File: src/rtl/program_loader.sv
// program_loader: framed UART program loader and core-hold controller.
// Parses SYNC, LEN[7:0], LEN[15:8], LEN payload bytes, CSUM from the UART receiver,
// writes the payload into the byte-wide code store and releases the core once a
// checksum-clean image has been loaded.
//
// Ports:
//   clk, rst    - system clock, synchronous active-high reset
//   rx_data     - received byte, qualified by rx_valid
//   rx_valid    - one-cycle strobe per received byte
//   code_we     - code store write enable (one cycle per payload byte)
//   code_waddr  - code store write address
//   code_wdata  - code store write data
//   core_hold   - 1 keeps the core in reset
//   busy        - 1 whenever the loader is not idle
//   load_done   - one-cycle pulse on an accepted image
//   load_error  - one-cycle pulse on a rejected frame
//   err_code    - sticky cause: 0 none, 1 bad length, 2 timeout, 3 checksum
//   image_len   - byte count of the last accepted image
//
// ADDR_WIDTH is assumed to be at most 16 (LEN is a 16-bit field).
module program_loader #(
  parameter int unsigned ADDR_WIDTH     = 8,
  parameter int unsigned TIMEOUT_CYCLES = 10_000_000,
  parameter logic [7:0]  SYNC_BYTE      = 8'hA5
) (
  input  logic                  clk,
  input  logic                  rst,
  input  logic [7:0]            rx_data,
  input  logic                  rx_valid,
  output logic                  code_we,
  output logic [ADDR_WIDTH-1:0] code_waddr,
  output logic [7:0]            code_wdata,
  output logic                  core_hold,
  output logic                  busy,
  output logic                  load_done,
  output logic                  load_error,
  output logic [1:0]            err_code,
  output logic [ADDR_WIDTH:0]   image_len
);

  localparam int unsigned       SilW   = $clog2(TIMEOUT_CYCLES);
  localparam logic [SilW-1:0]   SilMax = SilW'(TIMEOUT_CYCLES - 1);
  localparam logic [SilW-1:0]   SilOne = SilW'(1);
  localparam logic [ADDR_WIDTH:0] IdxOne = (ADDR_WIDTH + 1)'(1);
  localparam logic [16:0]       MaxLen = 17'(1) << ADDR_WIDTH;

  typedef enum logic [2:0] {StIdle, StLenLo, StLenHi, StData, StCsum, StQuiet} state_e;

  state_e                state_q, state_d;
  logic [SilW-1:0]       sil_q, sil_d;
  logic [7:0]            len_lo_q, len_lo_d;
  logic [ADDR_WIDTH:0]   len_q, len_d;
  logic [ADDR_WIDTH:0]   idx_q, idx_d;
  logic [7:0]            sum_q, sum_d;
  logic                  we_q, we_d;
  logic [ADDR_WIDTH-1:0] waddr_q, waddr_d;
  logic [7:0]            wdata_q, wdata_d;
  logic                  hold_q, hold_d;
  logic                  done_q, done_d;
  logic                  err_q, err_d;
  logic [1:0]            err_code_q, err_code_d;
  logic [ADDR_WIDTH:0]   image_len_q, image_len_d;

  logic        timeout;
  logic        is_sync;
  logic [16:0] len17;
  logic        len_ok;
  logic        last_byte;
  logic        csum_ok;

  // A byte arriving in the limit cycle wins over the timeout.
  assign timeout   = !rx_valid && (sil_q == SilMax);
  assign is_sync   = rx_valid && (rx_data == SYNC_BYTE);
  assign len17     = {1'b0, rx_data, len_lo_q};
  assign len_ok    = (len17 != 17'd0) && (len17 <= MaxLen);
  // Index is one bit wider than the address so LEN = depth never wraps before CSUM.
  assign last_byte = (idx_q == (len_q - IdxOne));
  assign csum_ok   = ((sum_q + rx_data) == 8'd0);

  // State register and datapath registers
  always_ff @(posedge clk) begin
    if (rst) begin
      state_q     <= StIdle;
      sil_q       <= '0;
      len_lo_q    <= '0;
      len_q       <= '0;
      idx_q       <= '0;
      sum_q       <= '0;
      we_q        <= 1'b0;
      waddr_q     <= '0;
      wdata_q     <= '0;
      hold_q      <= 1'b1;
      done_q      <= 1'b0;
      err_q       <= 1'b0;
      err_code_q  <= '0;
      image_len_q <= '0;
    end else begin
      state_q     <= state_d;
      sil_q       <= sil_d;
      len_lo_q    <= len_lo_d;
      len_q       <= len_d;
      idx_q       <= idx_d;
      sum_q       <= sum_d;
      we_q        <= we_d;
      waddr_q     <= waddr_d;
      wdata_q     <= wdata_d;
      hold_q      <= hold_d;
      done_q      <= done_d;
      err_q       <= err_d;
      err_code_q  <= err_code_d;
      image_len_q <= image_len_d;
    end
  end

  // Next-state logic
  always_comb begin
    state_d = state_q;
    unique case (state_q)
      StIdle:  if (is_sync) state_d = StLenLo;
      StLenLo: begin
        if (rx_valid)     state_d = StLenHi;
        else if (timeout) state_d = StIdle;
      end
      StLenHi: begin
        if (rx_valid)     state_d = len_ok ? StData : StQuiet;
        else if (timeout) state_d = StIdle;
      end
      StData: begin
        if (rx_valid && last_byte) state_d = StCsum;
        else if (timeout)          state_d = StIdle;
      end
      StCsum:  if (rx_valid || timeout) state_d = StIdle;
      StQuiet: if (timeout) state_d = StIdle;
      default: state_d = StIdle;
    endcase
  end

  // Output and datapath next values
  always_comb begin
    we_d        = 1'b0;
    done_d      = 1'b0;
    err_d       = 1'b0;
    waddr_d     = waddr_q;
    wdata_d     = wdata_q;
    hold_d      = hold_q;
    err_code_d  = err_code_q;
    image_len_d = image_len_q;
    len_lo_d    = len_lo_q;
    len_d       = len_q;
    idx_d       = idx_q;
    sum_d       = sum_q;

    if (rx_valid || (state_d != state_q)) begin
      sil_d = '0;
    end else if (sil_q != SilMax) begin
      sil_d = sil_q + SilOne;
    end else begin
      sil_d = sil_q;
    end

    // Inter-byte timeout in any frame-parsing state; QUIET exits silently.
    if (timeout && (state_q inside {StLenLo, StLenHi, StData, StCsum})) begin
      err_d      = 1'b1;
      err_code_d = 2'd2;
    end

    unique case (state_q)
      StIdle: begin
        if (is_sync) begin
          hold_d     = 1'b1;
          err_code_d = 2'd0;
          idx_d      = '0;
          sum_d      = '0;
        end
      end
      StLenLo: if (rx_valid) len_lo_d = rx_data;
      StLenHi: begin
        if (rx_valid) begin
          if (len_ok) begin
            len_d = len17[ADDR_WIDTH:0];
          end else begin
            err_d      = 1'b1;
            err_code_d = 2'd1;
          end
        end
      end
      StData: begin
        if (rx_valid) begin
          we_d    = 1'b1;
          waddr_d = idx_q[ADDR_WIDTH-1:0];
          wdata_d = rx_data;
          sum_d   = sum_q + rx_data;
          idx_d   = idx_q + IdxOne;
        end
      end
      StCsum: begin
        if (rx_valid) begin
          if (csum_ok) begin
            done_d      = 1'b1;
            image_len_d = len_q;
            hold_d      = 1'b0;
          end else begin
            err_d      = 1'b1;
            err_code_d = 2'd3;
          end
        end
      end
      StQuiet: ;
      default: ;
    endcase
  end

  assign busy       = (state_q != StIdle);
  assign code_we    = we_q;
  assign code_waddr = waddr_q;
  assign code_wdata = wdata_q;
  assign core_hold  = hold_q;
  assign load_done  = done_q;
  assign load_error = err_q;
  assign err_code   = err_code_q;
  assign image_len  = image_len_q;

endmodule

File: config.mk
export PLATFORM = sky130hd
export DESIGN_NAME = program_loader
export DESIGN_NICKNAME = d
export VERILOG_FILES = /design/src/rtl/program_loader.sv
export SDC_FILE = /design/constraint.sdc
export NUM_CORES = 1
export LEC_CHECK = 0
export BUFFER_PORTS_ARGS = -buffer_cell sky130_fd_sc_hd__buf_4
export CORE_UTILIZATION = 55
export DETAILED_ROUTE_END_ITERATION = 10
export PLACE_DENSITY_LB_ADDON = 0.1
export SYNTH_ARGS = -nofsm -noshare
export SYNTH_HDL_FRONTEND = slang
export SYNTH_SLANG_ARGS = --single-unit
File: constraint.sdc
create_clock -name clk -period 2.9 [get_ports clk]
set_input_delay 0.29 -clock clk [delete_from_list [all_inputs] [get_ports clk]]
set_output_delay 0.29 -clock clk [all_outputs]
set_load 0.1 [all_outputs]
==> impl_results.md <==
* Post-Syn Area at 4660 um^2
* Area of the multi-input gates at around 2700 um^2
* FP Rows at 33
* Worst reg2reg setup slack at 0.16 ns
* Commonest non-fill, non-tap cells in the layout: dfxtp_1, nor2_1, nand2_1
* Max-cap violations at 0
* Syn_nets at 566
* CP Max Fanout at 3
* Leak at around 1.9 nW
* Seq. cell area at around 1800 um^2
* Setup WS post-layout at approximately 0.16 ns
* Top FF cell, synth: dfxtp_1
* Residual DRC at 0
* Post_cts resized at 0
* Required @ worst endpoint at around 3.1 ns
* DRT Pass-1 Iters at 4
* Initial Util at 0.567
* Dpl ws at between 0.09 and 0.1 ns
* Synthesis warning total at 0
* Endpoints failing setup at 0
* Critical Path Start: sum_q[0]
* First-pass GRT wire length at 17000 um
* Clk buf depth at 2
* Hold_sp: rx_data[1]
* Setup TNS at 0 ns
* Register area share after synthesis at 0.395
* Clock skew at 0.0164 ns
* Leading area contributor after synthesis: dfxtp_1
* Worst-Margin Slew at 0.840 ns
* # hold bufs at CTS at 0
* Inst Count DP at between 600 and 700
* Peak VDD IR at ~0.00031 V
* Remaining antenna violation count after routing at 0
* Final non-filler cell total at approximately 690
* Hold Slack at approximately 0.18 ns
* Tot Pwr at 2.25 mW
* Max Fclk at 365 MHz
* Post-CTS Repair Setup Buffers at 0
* Die height at 94.0 um
* Die X at 94.0 um
* Reg-to-Reg Start: sum_q[0]
* Share of the synthesized area in the top cell type at 0.395
* Final-report hold violation count at 0
* Startpoint types: flip-flop
* Crit path time final at ~2.7 ns
* Grt total ovfl at 0
* Cell variety after synth at 63
* I/O Pins at 43
* DR vias/cell at between 5 and 6
* Max_slew headroom at 0.437
* Post-synth EDFFs at 0
* Part of the cycle the worst path needs at 0.944
* Status: finished clean
* GRT Overall Usage at 0.247
* Layout cell share with drive strength beyond 1 at 0.170
* Max Slew Vio Count at 0
* Total Nets Final at ~600
* Crit path kind: reg2reg
* RSZ-0062 raised after global routing: no
* Hold Path Depth at 3
* Fillers at about 700
* Avg Cell Area, Syn at 8.56 um^2
* Routed via count at a little under 4000
* Vias in the first global route at approximately 3600
* CTS tree: yes
* Antenna cell count at 0
* Data arrival, critical path at just under 3 ns
* Worst reg2reg path depth at 9
* I/O Buffers at 42
* Dpl hpwl at around 7400 um
* Layout area overhead at 13.1%
* Total wire length at between 10000 and 15000 um
* Most common cell after layout, fill and taps aside: dfxtp_1
* Worst min path class: in2reg
* Synth Register Bits at roughly 90
* FF-to-FF End: load_error
* CTS sink cnt at 92
* CTS root buf: clkbuf_8
* Worst-path clk slew at about 0.1 ns
* Largest cells by area after synthesis: dfxtp_1, mux2i_1, xor2_1
* Clock Latency Late Sink at 0.38 ns
* Total CTS buffers at 9
* Hold endpoint: code_wdata[1]
* Gpl congestion at around 0.95
* DR WL/cell at about 15 um
* Power per standard cell area at about 430 nW/um^2
* Largest net degree at the start of global routing at 76
* Total core area at 8220 um^2
* H-tree depth at 3
* Die footprint at slightly below 9000 um^2
* Antenna violations before repair at 0
* Mapped Cells at 544
* CP endpoint kind: flip-flop
* Synth async-reset ratio at 0
* Initial DRC count at around 190
cell type report:
type | instances | area share
timing repair buffer | 50 | 0.0708
multi-input combinational | 414 | 0.507
clock buffer | 9 | 0.0235
sequential | 92 | 0.350
tap | 105 | 0.0249
inverter | 12 | 0.00855
clock inverter | 7 | 0.0154
registers in the layout, indices dropped and copies added (netlist names), 8 cells and up:
register and cells:
len_q 9, code_waddr 8, sum_q 8, code_wdata 8, idx_q 9, sil_q 24, len_lo_q 8, image_len 9
cells by family after synthesis:
| kind of cell | count (synthesis) | share of synthesized area |
|---|---|---|
| buffers and inverters | 38 | 0.0355 |
| xor gates and xnor gates | 44 | 0.0828 |
| and+or+nand+nor | 251 | 0.283 |
| muxes | 32 | 0.0699 |
| adders and majority gates | 11 | 0.0312 |
| DFF | 92 | 0.395 |
| AOI/OAI and AO/OA | 76 | 0.102 |
metrics by stage:
stage                      util  cell area (um^2)
final                     0.641              5270
after global routing      0.641              5270
after CTS                 0.639              5250
after detailed placement  0.614              5040
after global placement    0.614              5040
after floorplan               -              4660
cell usage after synthesis, types with 3 or more instances:
library cell  instances
dfxtp_1              92
mux2i_1              28
nor3_1               10
o211ai_1              3
clkbuf_1             19
nand3b_1              3
inv_1                12
xnor2_1              14
nand2b_1             24
o21ai_0               8
or3_1                 3
nor2_2               10
ha_1                 10
nor4_1                8
buf_2                 3
mux2_2                4
or4_1                 5
or4_4                 3
and3_1                4
buf_4                 3
o41ai_1               3
a21oi_1              34
a31oi_1               7
a211oi_1              3
nand2_1              57
nand3_1              26
nand4_1              15
xor2_1               30
nor3b_1               4
nor2b_1               3
nor2_1               59
worst max-delay path, cell delays in order (launching register included):
cell and delay (ns):
dfxtp_1 0.35, ha_1 0.21, inv_1 0.07, fa_1 0.39
nand2b_1 0.19, a21oi_1 0.16, xor2_1 0.10, or3_1 0.43
o41ai_1 0.54, a31oi_1 0.15
worst max-delay path by stage:
stage / cells past startpoint / end / slack, ns
global placement: 10 / load_error / 0.19
detailed placement: 11 / image_len[3] / 0.09
global route: 9 / err_code[0] / 0.02
CTS: 10 / image_len[3] / 0.16
floorplan: 10 / image_len[0] / 0.44
finish: 9 / load_error / 0.16
routing by layer:
layer  up-vias  GRT usage  part of all wire
met1      1891      0.324              0.48
met2        92      0.392              0.47
met3        17     0.0607             0.042
met4         0     0.0897             0.016
li1       1978          -                 -
met5         -          0                 0
power breakdown:
group	switching, mW	internal [mW]	leakage (nW)
registers	0.00370	1.27	0.741
clock network	0.534	0.344	0.103
logic	0.0660	0.0360	1.06
total	0.603	1.65	1.90
Note: power is estimated with default switching activity, not from simulation.
